File: config.mk
export PLATFORM = sky130hd
export DESIGN_NAME = text_write_ctrl
export DESIGN_NICKNAME = d
export VERILOG_FILES = /design/src/rtl/text_pkg.sv /design/src/rtl/text_cursor_step.sv /design/src/rtl/text_write_ctrl.sv
export SDC_FILE = /design/constraint.sdc
export NUM_CORES = 1
export LEC_CHECK = 0
export CAP_MARGIN = 5
export CORE_MARGIN = 5
export CORE_UTILIZATION = 49
export CTS_CLUSTER_SIZE = 20
export DETAILED_ROUTE_END_ITERATION = 7
export PLACE_DENSITY = 0.88
export SLEW_MARGIN = 25
export SYNTH_ARGS = -nofsm -noshare
export SYNTH_HDL_FRONTEND = slang
export SYNTH_SLANG_ARGS = --single-unit
File: constraint.sdc
create_clock -name clk -period 3.3 [get_ports clk]
set_input_delay 0.99 -clock clk [delete_from_list [all_inputs] [get_ports clk]]
set_output_delay 0.99 -clock clk [all_outputs]
set_load 0.05 [all_outputs]
File: src/rtl/text_pkg.sv
// Shared constants, state encoding and helpers for the text write controller.
package text_pkg;

    localparam int COLS_DEF = 80;
    localparam int ROWS_DEF = 30;

    localparam logic [6:0] CHAR_BS    = 7'h08;
    localparam logic [6:0] CHAR_LF    = 7'h0A;
    localparam logic [6:0] CHAR_FF    = 7'h0C;
    localparam logic [6:0] CHAR_CR    = 7'h0D;
    localparam logic [6:0] CHAR_SPACE = 7'h20;

    localparam logic [2:0] ST_IDLE      = 3'd0;
    localparam logic [2:0] ST_DECODE    = 3'd1;
    localparam logic [2:0] ST_ISSUE     = 3'd2;
    localparam logic [2:0] ST_WAIT_ACK  = 3'd3;
    localparam logic [2:0] ST_WAIT_DONE = 3'd4;
    localparam logic [2:0] ST_FINISH    = 3'd5;

    typedef enum logic [2:0] {
        S_IDLE      = ST_IDLE,
        S_DECODE    = ST_DECODE,
        S_ISSUE     = ST_ISSUE,
        S_WAIT_ACK  = ST_WAIT_ACK,
        S_WAIT_DONE = ST_WAIT_DONE,
        S_FINISH    = ST_FINISH
    } ctrl_state_t;

    function automatic logic is_printable(input logic [6:0] c);
        return (c >= 7'h20) && (c <= 7'h7E);
    endfunction

endpackage

File: src/rtl/text_cursor_step.sv
// Combinational neighbour-cell calculator with row and screen wrap.
module text_cursor_step
    import text_pkg::*;
#(
    parameter int COLS = COLS_DEF,
    parameter int ROWS = ROWS_DEF
) (
    input  logic [6:0] x,
    input  logic [4:0] y,
    output logic [6:0] fwd_x,
    output logic [4:0] fwd_y,
    output logic [6:0] bwd_x,
    output logic [4:0] bwd_y,
    output logic [4:0] row_next
);

    always_comb begin
        row_next = (y == 5'(ROWS - 1)) ? 5'd0 : y + 5'd1;

        if (x == 7'(COLS - 1)) begin
            fwd_x = 7'd0;
            fwd_y = row_next;
        end else begin
            fwd_x = x + 7'd1;
            fwd_y = y;
        end

        // The origin has no predecessor; callers treat it as a no-op.
        if (x != 7'd0) begin
            bwd_x = x - 7'd1;
            bwd_y = y;
        end else if (y != 5'd0) begin
            bwd_x = 7'(COLS - 1);
            bwd_y = y - 5'd1;
        end else begin
            bwd_x = x;
            bwd_y = y;
        end
    end

endmodule

File: src/rtl/text_write_ctrl.sv
// Turns a character stream into TextBuffer cell writes, tracking a terminal cursor.
// state     | meaning
// IDLE      | in_ready high, waiting for a character
// DECODE    | classify latched character, compute target cell
// ISSUE     | buf_we high for one cycle
// WAIT_ACK  | wait for buf_busy to rise, bounded by ACK_TIMEOUT
// WAIT_DONE | wait for buf_busy to fall; next cell when clearing
// FINISH    | commit the new cursor, back to IDLE
module text_write_ctrl
    import text_pkg::*;
#(
    parameter int          COLS        = COLS_DEF,
    parameter int          ROWS        = ROWS_DEF,
    parameter logic [11:0] CLR_COLOR   = 12'h000,
    parameter int          ACK_TIMEOUT = 3
) (
    input  logic        clk,
    input  logic        reset,
    input  logic        in_valid,
    output logic        in_ready,
    input  logic [6:0]  in_char,
    input  logic [11:0] in_color,
    input  logic        in_lang,
    output logic        buf_we,
    output logic [6:0]  buf_x,
    output logic [4:0]  buf_y,
    output logic [6:0]  buf_data,
    output logic [11:0] buf_color,
    output logic        buf_lang,
    input  logic        buf_busy,
    output logic [6:0]  cursor_x,
    output logic [4:0]  cursor_y,
    output logic        clearing
);

    localparam int            TW       = (ACK_TIMEOUT > 1) ? $clog2(ACK_TIMEOUT) : 1;
    localparam logic [TW-1:0] ACK_LOAD = TW'(ACK_TIMEOUT - 1);

    ctrl_state_t   state;
    logic [6:0]    char_q;
    logic [11:0]   color_q;
    logic          lang_q;
    logic [6:0]    nxt_x;
    logic [4:0]    nxt_y;
    logic [TW-1:0] ack_cnt;

    logic [6:0]    step_x, fwd_x, bwd_x;
    logic [4:0]    step_y, fwd_y, bwd_y, row_next;
    logic          last_cell, at_origin, write_done;

    // One calculator serves the cursor normally and the clear sweep while clearing.
    assign step_x = clearing ? buf_x : cursor_x;
    assign step_y = clearing ? buf_y : cursor_y;

    text_cursor_step #(
        .COLS (COLS),
        .ROWS (ROWS)
    ) u_step (
        .x        (step_x),
        .y        (step_y),
        .fwd_x    (fwd_x),
        .fwd_y    (fwd_y),
        .bwd_x    (bwd_x),
        .bwd_y    (bwd_y),
        .row_next (row_next)
    );

    assign last_cell  = (buf_x == 7'(COLS - 1)) && (buf_y == 5'(ROWS - 1));
    assign at_origin  = (cursor_x == 7'd0) && (cursor_y == 5'd0);
    assign write_done = !buf_busy &&
                        (((state == S_WAIT_ACK) && (ack_cnt == '0)) || (state == S_WAIT_DONE));

    always_ff @(posedge clk or posedge reset) begin
        if (reset) begin
            state     <= S_IDLE;
            in_ready  <= 1'b0;
            buf_we    <= 1'b0;
            buf_x     <= '0;
            buf_y     <= '0;
            buf_data  <= '0;
            buf_color <= '0;
            buf_lang  <= 1'b0;
            cursor_x  <= '0;
            cursor_y  <= '0;
            clearing  <= 1'b0;
            ack_cnt   <= '0;
            char_q    <= '0;
            color_q   <= '0;
            lang_q    <= 1'b0;
            nxt_x     <= '0;
            nxt_y     <= '0;
        end else begin
            case (state)
                S_IDLE: begin
                    if (in_valid && in_ready) begin
                        in_ready <= 1'b0;
                        char_q   <= in_char;
                        color_q  <= in_color;
                        lang_q   <= in_lang;
                        clearing <= (in_char == CHAR_FF);
                        state    <= S_DECODE;
                    end else begin
                        in_ready <= 1'b1;
                    end
                end
                S_DECODE: begin
                    state <= S_FINISH;
                    nxt_x <= cursor_x;
                    nxt_y <= cursor_y;
                    if (is_printable(char_q)) begin
                        buf_x     <= cursor_x;
                        buf_y     <= cursor_y;
                        buf_data  <= char_q;
                        buf_color <= color_q;
                        buf_lang  <= lang_q;
                        nxt_x     <= fwd_x;
                        nxt_y     <= fwd_y;
                        buf_we    <= 1'b1;
                        state     <= S_ISSUE;
                    end else if ((char_q == CHAR_CR) || (char_q == CHAR_LF)) begin
                        nxt_x <= '0;
                        nxt_y <= row_next;
                    end else if ((char_q == CHAR_BS) && !at_origin) begin
                        buf_x     <= bwd_x;
                        buf_y     <= bwd_y;
                        buf_data  <= CHAR_SPACE;
                        buf_color <= color_q;
                        buf_lang  <= lang_q;
                        nxt_x     <= bwd_x;
                        nxt_y     <= bwd_y;
                        buf_we    <= 1'b1;
                        state     <= S_ISSUE;
                    end else if (char_q == CHAR_FF) begin
                        buf_x     <= '0;
                        buf_y     <= '0;
                        buf_data  <= CHAR_SPACE;
                        buf_color <= CLR_COLOR;
                        buf_lang  <= 1'b0;
                        nxt_x     <= '0;
                        nxt_y     <= '0;
                        buf_we    <= 1'b1;
                        state     <= S_ISSUE;
                    end
                end
                S_ISSUE: begin
                    buf_we  <= 1'b0;
                    ack_cnt <= ACK_LOAD;
                    state   <= S_WAIT_ACK;
                end
                S_WAIT_ACK: begin
                    if (buf_busy) begin
                        state <= S_WAIT_DONE;
                    end else if (ack_cnt != '0) begin
                        ack_cnt <= ack_cnt - TW'(1);
                    end
                end
                S_WAIT_DONE: begin
                end
                S_FINISH: begin
                    cursor_x <= nxt_x;
                    cursor_y <= nxt_y;
                    in_ready <= 1'b1;
                    state    <= S_IDLE;
                end
                default: state <= S_IDLE;
            endcase

            // A timed-out write completes like an acknowledged one so the sweep never stalls.
            if (write_done) begin
                if (clearing && !last_cell) begin
                    buf_x  <= fwd_x;
                    buf_y  <= fwd_y;
                    buf_we <= 1'b1;
                    state  <= S_ISSUE;
                end else begin
                    clearing <= 1'b0;
                    state    <= S_FINISH;
                end
            end
        end
    end

endmodule

### Yosys cells after proc, flatten, opt, wreduce, memory -nomap -nowiden

Cells that the tools add are included.

* reduce and logical (&&, ||, !) cells: 27
* $add $sub $neg: 5
* muxes and demuxes: 68
* magnitude comparators: 2
* equal/unequal tests: 20

Operators by type and width (number)
* two-way mux 7 bit: 19
* two-way mux 5 bit: 16
* two-way mux 12 bit: 4
* equality test 7 x 4 -> 1 bit (second input constant): 5
* two-way mux 3 bit: 8
* two-way mux 1 bit: 15
* case mux 3 bit (5 select lines): 1
* equality test 7 bit (second input constant): 2
* equality test 5 bit (second input constant): 2
* AND reduction 3 bit: 3
* logical AND 1 bit: 8
* adder 7 x 1 -> 7 bit (second input constant): 1
* greater-or-equal comparator 7 x 6 -> 1 bit (second input constant): 1
* <= comparator 7 bit (second input constant): 1
* zero test 7 bit: 1
* nonzero test 7 bit: 1
* subtractor 7 x 1 -> 7 bit (second input constant): 1
* equality test 3 x 2 -> 1 bit (second input constant): 2
* equality test 3 bit (second input constant): 2
* inequality test 2 bit (second input constant): 3
* inequality test 3 bit (second input constant): 2
* nonzero test 2 bit: 3
* adder 5 x 1 -> 5 bit (second input constant): 1
* zero test 5 bit: 1
* 14 further kinds: 19

* word-level logic and storage cells: 139
* input bits: 24
* flip-flop bits (word level): 84
* output and inout bits: 47

### Depth between registers and ports, before layout

* depth in word-level cells: 10
* depth in mapped cells: 12
* depth with buffers taken out: 9

### By module

From an unflattened synthesis, not the netlist that was laid out.

* cell total of the unflattened synthesis: 460
* area, all modules: 4785.8 µm²

Modules (own cells, without submodules)
* text_write_ctrl: cells an instance 364, area each 4076.4 µm², sequential area each 2102.0 µm², times used 1
* text_cursor_step: cells an instance 96, area each 709.4 µm², sequential area each 0.0 µm², times used 1

### Worst setup path before layout

OpenSTA, ideal clock, no wires.

* path type: register to register
* start point: reg clearing
* end point: reg buf_x[2]
* slack: 0.146 ns
* data arrival time: 3.021 ns
* cell stages (with the launch flop): 12
* data required time: 3.168 ns
* clock period less this slack: 3.154 ns
* library setup time: 0.132 ns
* buffers on the path: 4
* path through: dfrtp_1 -> buf_2 -> buf_6 -> buf_2 -> buf_2 -> mux2i_1 -> ha_1 -> o211ai_1 -> nor3b_1 -> or3_1 -> a31oi_1 -> a211oi_1

* cells in the longest elaborated chain, start to end: 10
* elaborated cells between the ends (all ways): 17
* classes of those cells: add/sub (2); eq/ne (1); mux (11); reduce/logical (3)

RTL lines
* start: declaration: line text_write_ctrl.sv:33 `output logic clearing`
* start signal: assignment: line text_write_ctrl.sv:100 `clearing <= (in_char == CHAR_FF);`
* parallel branches: the longest is 9 deep, another holds subtractor 7 x 1 -> 7 bit
* two-way mux 7 bit *: line text_write_ctrl.sv:169 `if (write_done) begin`
* end signal: assignment: line text_write_ctrl.sv:111 `buf_x <= cursor_x;`
* end signal: assignment: line text_write_ctrl.sv:124 `buf_x <= bwd_x;`
* end signal: assignment: line text_write_ctrl.sv:171 `buf_x <= fwd_x;`
* end: declaration: line text_write_ctrl.sv:25 `output logic [6:0] buf_x,`

Every way passes the cells marked *.
A chain may end at the register's enable or synchronous reset.

### Final worst setup path

* start point: reg clearing
* end point: reg buf_y[1]

* cells in the longest elaborated chain, start to end: 10
* elaborated cells between the ends (all ways): 19
* classes of those cells: add/sub (2); eq/ne (2); mux (12); reduce/logical (3)

RTL lines
* two-way mux 5 bit: line text_write_ctrl.sv:53 `assign step_y = clearing ? buf_y : cursor_y;`
* subtractor 5 x 1 -> 5 bit or nonzero test 5 bit (tied branches): line text_cursor_step.sv:34, text_cursor_step.sv:32
* two-way mux 5 bit: line text_cursor_step.sv:32 `end else if (y != 5'd0) begin`
* two-way mux 5 bit: line text_cursor_step.sv:29 `if (x != 7'd0) begin`
* two-way mux 5 bit: line text_write_ctrl.sv:123 `end else if ((char_q == CHAR_BS) && !at_origin) begin`
* two-way mux 5 bit: line text_write_ctrl.sv:120 `end else if ((char_q == CHAR_CR) || (char_q == CHAR_LF)) begin`
* two-way mux 5 bit: line text_write_ctrl.sv:110 `if (is_printable(char_q)) begin`
* two-way mux 5 bit: line text_write_ctrl.sv:93 `case (state)`
* two-way mux 5 bit: line text_write_ctrl.sv:170 `if (clearing && !last_cell) begin`
* two-way mux 5 bit *: line text_write_ctrl.sv:169
* end signal: assignment: line text_write_ctrl.sv:112 `buf_y <= cursor_y;`
* end signal: assignment: line text_write_ctrl.sv:125 `buf_y <= bwd_y;`
* end signal: assignment: line text_write_ctrl.sv:172 `buf_y <= fwd_y;`
* end: declaration: line text_write_ctrl.sv:26 `output logic [4:0] buf_y,`

Mark *: on every way between the ends. The rest lies on a longest branch, timed or not.

==> run metrics <==
run status=finished, final reports clean; Tcrit/Tclk final=0.921; number of nets produced by synthesis=around 520; first-pass GRT wire length=22800 um; Resize count post-CTS=0; clock tree from TritonCTS=yes; cell total after placement=693; dominant synthesized flop cell=dfrtp_1; via count=approximately 4.3k; # port buffers=70; aggregate negative setup slack=0 ns; maximum vdd drop=614 uV; starting density of the core=0.497; final-report hold violation count=0; antenna viol nets, final=0; Hold Path Class=reg2reg; CP Max Fanout=17; worst-margin pin slew=0.777 ns; die width=roughly 110 um; Clock Root Buffer=clkbuf_8; router iterations before antenna repair=5; shortest period the worst path allows=roughly 3.0 ns; detailed placement HPWL=10100 um; weighted congestion reported at the end of routability-driven placement=0.955; remaining global-route overflow=0; I/O pin cnt=71; number of DRC violations after detailed-routing iteration 0=around 390; Synth cell types=66; Mapped Cells=493; type of the worst setup path=reg2reg; area of the mapped netlist=4790 sq um; final wirelength=14000 um; Slew Limit Fails=0; register bit count reported by yosys=84; leakage=2.42 nW; share of layout cells above drive strength 1=0.158; most common cell after layout, fill and taps aside=dfrtp_1; max frequency=329 MHz; asr flop ratio synth=1.00; nature of the critical path endpoint=flop; post-route non-filler standard cell count=709; global-route usage over all layers=0.246; critical path data required time=3.61 ns; number of setup violations in the final report=0; Area Growth Syn to Fin=23.3%; Arr. time, crit path=3.35 ns; clock latency at the later pin of the worst-skew pair=0.37 ns; number of global-route vias before repair=4369; number of clock sinks=84; layout net count=602; skew final=0.0140 ns; sort of element at the start of the critical path=flop; largest net degree at the start of global routing=37; Avg WL per Cell=19.7 um; unrepaired setup endpoints after global routing=false; EDFF count, synth=0; via count normalized by instance count=6.12; number of buffers inserted during clock tree synthesis=9; die outline area=11800 sq um; fill cell count=825; antenna diode count=0; register area share after synthesis=0.439; average cell area after synthesis=9.71 sq um; yosys synthesis warning count=0; clk buf depth=2; number of DRC violations after detailed routing=0; number of antenna violations at the first check in global routing=0; hold bufs inserted after CTS=0; number of placement rows=36; pwr dens=1100 nW/um^2; placeable core area=9640 sq um; number of setup buffers added after CTS=0; clock-pin slew reported for the worst setup and hold paths after clock tree synthesis=approximately 0.10 ns; Die Y-Extent=about 110 um; count of H-tree levels built during CTS=3; most frequent cells in the layout=dfrtp_1, clkdlybuf4s50_1, nand2_1; max-slew headroom at the worst pin=0.480; number of violations of the max-capacitance limit=0
-- power by group --
part	switching (mW)	internal, mW
logic	2.31	1.40
registers	0.525	1.50
clock network	0.399	0.355
total	3.24	3.25
-- synth_stat cells (all sizes together) (8+ instances only) --
master,number,share of area
mux2,37,0.087
a31oi,10,0.013
inv,12,0.0094
o211ai,11,0.017
mux2i,14,0.029
nor2,35,0.027
dfrtp,84,0.44
clkbuf,14,0.011
nor3,14,0.017
nand2,62,0.051
a21oi,30,0.031
nand3,17,0.018
o21ai,39,0.043
buf,8,0.012
-- per-stage QoR --
stage                     setup slack (ns)  total power, mW  cell area [sq um]  utilization  hold WS [ns]
after global placement               0.435             5.62               5710        0.592         0.463
after CTS                            0.332             6.49               5900        0.612         0.489
after global routing                 0.119             6.89               5900        0.612         0.520
after floorplan                      0.145             4.50               4790            -         0.458
final                                0.260             6.49               5900        0.612         0.484
after detailed placement             0.360             5.72               5710        0.592         0.473
-- flip-flops by register name (all words and copies together), names as in the netlist, 7 cells and up --
name,cells
cursor_x,7
buf_x,7
color_q,12
char_q,7
buf_color,12
nxt_x,7
buf_data,7
-- cell type report --
type	count	area (sq um)	share of cell area
multi-input cells	375	2540	0.430
flip-flops and latches	84	2100	0.356
repair buffers	89	853	0.145
well taps	133	166	0.0282
clock buffers	9	124	0.0210
clock inverters	7	73.8	0.0125
inverters	12	46.3	0.00784
-- final timing paths --
kind | start | end | slack [ns] | cells past startpoint
max | clearing | buf_y[1] | 0.26 | 7
min | buf_color[9] | buf_color[9] | 0.48 | 2
max reg2reg | clearing | buf_y[1] | 0.26 | 7
min reg2reg | buf_color[9] | buf_color[9] | 0.48 | 2
max in group asynchronous | reset | cursor_y[4] | 1.64 | 3
min in group asynchronous | reset | lang_q | 0.99 | 2
-- cells by family (layout without fill, tap and decap cells) --
family | Yosys count | in the layout | share of synthesized area
simple gates | 171 | 171 | 0.185
compound gates | 139 | 139 | 0.196
flops | 84 | 84 | 0.439
mux | 51 | 51 | 0.116
buf+inv | 34 | 117 | 0.0324
fa+ha+maj | 7 | 7 | 0.0183
xor+xnor | 7 | 7 | 0.0128
-- worst max-delay path: stages, from the launching register on --
cell and delay [ns]:
dfrtp_1 0.78, mux2i_1 0.61, ha_1 0.33, nand2_1 0.16
nor3b_1 0.35, mux2_2 0.40, o21ai_0 0.22, a211o_1 0.14
-- metal layers --
metal | track usage | routed length, um | vias to the layer above
li1 | - | - | 1986
met1 | 0.319 | 5750 | 2102
met2 | 0.393 | 6450 | 211
met3 | 0.0734 | 1310 | 41
met4 | 0.0875 | 449 | 0
met5 | 0 | 0 | -
Note: power is estimated with default switching activity, not from simulation.
==> variant 1, RTL diff (same settings) <==
Set the parameter `ACK_TIMEOUT` to 5 (it was 3).
--- a/src/rtl/text_write_ctrl.sv
+++ b/src/rtl/text_write_ctrl.sv
@@ -12,7 +12,7 @@
     parameter int          COLS        = COLS_DEF,
     parameter int          ROWS        = ROWS_DEF,
     parameter logic [11:0] CLR_COLOR   = 12'h000,
-    parameter int          ACK_TIMEOUT = 3
+    parameter int          ACK_TIMEOUT = 5
 ) (
     input  logic        clk,
     input  logic        reset,
Check against the original RTL: not equivalent (a bounded check fails within 10 cycles, from zero or initial values and one cycle with reset high).
==> variant 1 against the unedited design <==
  * Non-clock buffer count decreased by 4
  * Sequential share of layout area decreased by 1.1 points
  * Power increased by 8.8%
  * Worst setup slack improved by 0.13 ns
  * Design area increased by 4.3%
  * Maximum frequency increased by 4.3%
  * Wire length increased by 5.8%
  * Critical path depth decreased by 6
  * Final cell count increased by 0.71%
  * Clock skew increased by 0.00065 ns
  * Area after synthesis increased by 6.9%
  * Core utilization decreased by 1.3 points
  * Sequential cell count increased by 1
  * Critical path type is now flop to output pin
==> variant 1: results (changes against the unedited design) <==
timing.hold.ws_ns: 0.491  # +0.00680 ns
fin_cells: 714  # +0.71%
vias: 4544  # +4.7%
synth_xor_area_share_pct: 1.03  # -0.25 points
drt_iter0_drc: 361  # -6.5%
tightest_slew_ns: 0.689  # -0.0880 ns
gp_congestion: 0.998  # +4.5%
grtUsageTotal_pct: 23.7  # -0.91 points
path_max_fanout: 10  # -7
netlist-cell-type-count: 83  # +26%
power_switching_mw: 3.63  # +12%
slowest_delay_ns: 0.90  # +0.12 ns
slowest_stage: "clkdlybuf4s50_1"
yosys-top-cells-area: "dfrtp_1 42%, mux2_2 8.6%, nand2_1 4.3%"
place_area_um2: 5970  # +4.6%
min_from: "buf_color[7]"
grt_max_degree: 86  # +130%
arrival_ns: 1.92  # -1.43 ns
leakagePower_nw: 2.44  # +0.74%
reg2regPathDepth: 9  # +2
grt_pass1_wl_mm: 24.3  # +6.5%
fin_worst_skew_ns: 0.0146  # +0.000648 ns
synth_fa_ha_area_share_pct: 1.96  # +0.13 points
drive_gt1_share_pct: 18.5  # +2.7 points
outcome: "completed"
grt_pass1_vias: 4661  # +6.7%
syn_nets: 539  # +2.9%
==> variant 1: how the worst max path moves through the flow <==
stage	end	startpoint	cells past startpoint	slack (ns)
after floorplan	nxt_y[3]	clearing	13	0.08
after CTS	cursor_x[2]	cursor_x[2]	1	0.37
after detailed placement	buf_y[3]	buf_busy	4	0.61
after global routing	cursor_x[2]	cursor_x[2]	1	0.33
after global placement	buf_y[3]	buf_busy	4	0.62
final	cursor_x[2]	cursor_x[2]	1	0.39
==> variant 1: layer usage <==
layer	part of all wire (%)	routed length (µm)	vias up	global-route usage, %
met5	0	0	-	0
met4	3.3	489	0	11.2
met3	8.1	1200	44	4.58
met2	47	6900	257	36.2
met1	42	6170	2208	32.6
li1	-	-	2035	-
==> variant 1: area by class of cell <==
type | count | area, µm²
inverters | 11 | 42.5
clock buffers | 10 | 138
repair buffers | 85 | 848
well taps | 136 | 170
flip-flops and latches | 85 | 2130
clock inverters | 6 | 53.8
multi-input cells | 381 | 2780
fillers | 854 | 4120
==> variant 1: power by group through the flow <==
| stage | registers, mW | clock network (mW) | logic [mW] |
|---|---|---|---|
| 2_1_floorplan | 2.78 | 0 | 2.17 |
| 3_3_place_gp | 2.15 | 0 | 3.97 |
| 3_5_place_dp | 2.18 | 0 | 4.09 |
| 4_1_cts | 2.17 | 0.732 | 4.11 |
| 5_1_grt | 2.25 | 0.779 | 4.43 |
| 6_report | 2.19 | 0.723 | 4.15 |
==> variant 2, RTL diff (config.mk and constraints unchanged) <==
Made on the original files. Make the reset (`reset`) synchronous in one clocked block.
--- a/src/rtl/text_write_ctrl.sv
+++ b/src/rtl/text_write_ctrl.sv
@@ -70,7 +70,7 @@
     assign write_done = !buf_busy &&
                         (((state == S_WAIT_ACK) && (ack_cnt == '0)) || (state == S_WAIT_DONE));
 
-    always_ff @(posedge clk or posedge reset) begin
+    always_ff @(posedge clk) begin
         if (reset) begin
             state     <= S_IDLE;
             in_ready  <= 1'b0;
Check against the original RTL: differs if reset is asserted again (counterexample within 4 cycles, from zero or initial values and one cycle with reset high); with reset held inactive, the same outputs for 4 cycles.
==> variant 2 against the unedited design <==
  * Sequential share of layout area fell by 6.5 points
  * Design area is 1.9% lower
  * Sequential cell count is the same
  * Worst setup slack got worse by 0.023 ns
  * Wire length increased by 3.3%
  * First-iteration DRC count fell by 2.3%
  * Non-clock buffer count stayed put
  * Area after synthesis down 0.89%
  * Critical path type is now flop to output pin
Power is not compared: it rests on default switching activity, and its combinational part moved more than twofold at a synthesized area within 25%.
==> variant 2: results (changes against the unedited design) <==
netlist-cell-type-count: 74  # +12%
tightest_slew_ns: 0.917  # +0.140 ns
reg2reg_to: "buf_x[0]"
wl_mm: 14.4  # +3.3%
route.met3.wl_mm: 1.33  # +1.8%
met1_usage_pct: 32.3  # +0.46 points
post_drt_via_cell_ratio: 6.26  # +2.2%
slowest_delay_ns: 0.88  # +0.10 ns
clkTransAtPathRegs_ns: 0.09
fin_worst_skew_ns: 0.0121  # -0.00185 ns
outcome: "completed"
post-cts-setup-buffer-count: 0  # unchanged
grt_pass1_vias: 4656  # +6.6%
min_from: "color_q[0]"
yosys-top-cells-area: "dfxtp_1 35%, mux2i_1 5.9%, nand2_1 5.7%"
grtUsageTotal_pct: 24.9  # +0.29 points
cts_buffer_depth: 2  # unchanged
antenna_found_initial: 0  # unchanged
min_to: "color_q[0]"
nets: 668  # +11%
drive_gt1_share_pct: 13.2  # -2.6 points
place_area_um2: 5590  # -2.1%
irDropWorstVdd_mv: 0.381
wl_met2_mm: 6.85  # +6.2%
gp_congestion: 1.01  # +5.6%
post-dp-hpwl_mm: 10.0  # -0.51%
grt_pass1_wl_mm: 23.6  # +3.4%
grt_max_degree: 36  # -2.7%
met2_usage_pct: 40.1  # +0.79 points
arrival_ns: 2.07  # -1.28 ns
wl_met1_mm: 5.96  # +3.7%
diodes: 0  # unchanged
reg2regPathDepth: 8  # +1
drt_iter0_drc: 377  # -2.3%
r2r_start: "clearing"
first_pass_iters: 5  # unchanged
min_path_type: "flop to flop"
timing.hold.ws_ns: 0.467  # -0.0167 ns
ys_warn_count: 0  # unchanged
whs_path_depth: 2  # unchanged
cts_root_buffer: "clkbuf_8"
grtUsageMet3_pct: 6.27  # -1.1 points
path_delay_family: "buffers and inverters"
cts_made_buffers: 9  # unchanged
syn_nets: 608  # +16%
fillers: 824  # -0.12%
insertion_delay_ns: 0.36
numPortBuffers: 70  # unchanged
ys_seq_area_share_pct: 35.4  # -8.5 points
highest_layer: "met4"
r2r_setup_slack_ns: 0.39  # +0.13 ns
leakagePower_nw: 2.04
synth.top_cells.by_count: "84 x dfxtp_1, 72 x nand2_1, 54 x nor2_1"
reg.largest.list: "buf_color: 12 flops, color_q: 12 flops"
slowest_stage: "clkdlybuf4s50_1"
async_reset_ff_share_pct: 0  # -100 points
switching_share_pct: 42.4
cts_htree_levels: 3  # unchanged
path_max_fanout: 16  # -1
==> variant 2: cell types whose count changed in the layout (fill, tap and decap cells not counted), sizes merged, moves of 9 or more <==
cell,before,now
o21ai,39,23
nand3,17,8
nor2,35,64
a22oi,7,26
a211oi,4,14
dfrtp,84,0
mux2,37,8
a21oi,30,42
mux2i,14,28
nand2,62,72
dfxtp,0,84
==> variant 2: cell type report <==
| cell class | instances | area (µm²) | share of cell area (%) |
|---|---|---|---|
| Multi-Input combinational cell | 441 | 2860 | 49.3 |
| Sequential cell | 84 | 1680 | 29.1 |
| Timing Repair Buffer | 89 | 838 | 14.5 |
| Tap cell | 133 | 166 | 2.87 |
| Clock buffer | 9 | 124 | 2.14 |
| Clock inverter | 7 | 76.3 | 1.32 |
| Inverter | 12 | 45.0 | 0.778 |
==> variant 2: tightest hold or removal path: stages, from the launching register on <==
cell and delay, ns:
dfxtp_1 0.32, nand2_1 0.05, a21oi_1 0.05
==> variant 2: through the flow <==
stage          setup slack (ns)  util, %  std cells
2_1_floorplan             0.169        -        577
3_3_place_gp              0.526     58.2        759
3_5_place_dp              0.394     58.2        759
4_1_cts                   0.264     60.3        775
5_1_grt                  0.0448     60.3        775
6_report                  0.237     60.3        775
==> variant 2: cells by family (layout without fill, tap and decap cells) <==
| group | Yosys count | after routing | synth area share [%] |
|---|---|---|---|
| flip-flops | 84 | 84 | 35.4 |
| adder cells (fa/ha/maj) | 7 | 7 | 1.85 |
| XOR/XNOR | 6 | 6 | 1.11 |
| AO/OA/AOI/OAI | 173 | 173 | 26.3 |
| buffers and inverters | 52 | 117 | 4.75 |
| AND/OR/NAND/NOR | 219 | 219 | 22.8 |
| multiplexers | 36 | 36 | 7.80 |
==> variant 2: timing repair <==
action / 4_1_cts / 5_1_grt
gates resized for setup: 0 / 1
hold buffers: 0 / 0
setup endpoints to repair: 0 / 1
==> variant 2: how the worst max path moves through the flow <==
| stage | startpoint | to | slack, ns | cells after the start |
|---|---|---|---|---|
| floorplan | clearing | buf_x[0] | 0.17 | 10 |
| global placement | clearing | buf_x[0] | 0.53 | 8 |
| detailed placement | clearing | buf_x[0] | 0.39 | 8 |
| CTS | clearing | clearing | 0.26 | 2 |
| global route | clearing | buf_x[0] | 0.04 | 8 |
| finish | clearing | clearing | 0.24 | 2 |
==> variant 2: power by group through the flow <==
stage	clock network (mW)	registers (mW)	logic, mW
final	0.744	1.38	1.18
after global routing	0.808	1.41	1.28
after CTS	0.755	1.37	1.17
after detailed placement	0	1.40	1.17
after global placement	0	1.38	1.14
after floorplan	0	1.51	0.665
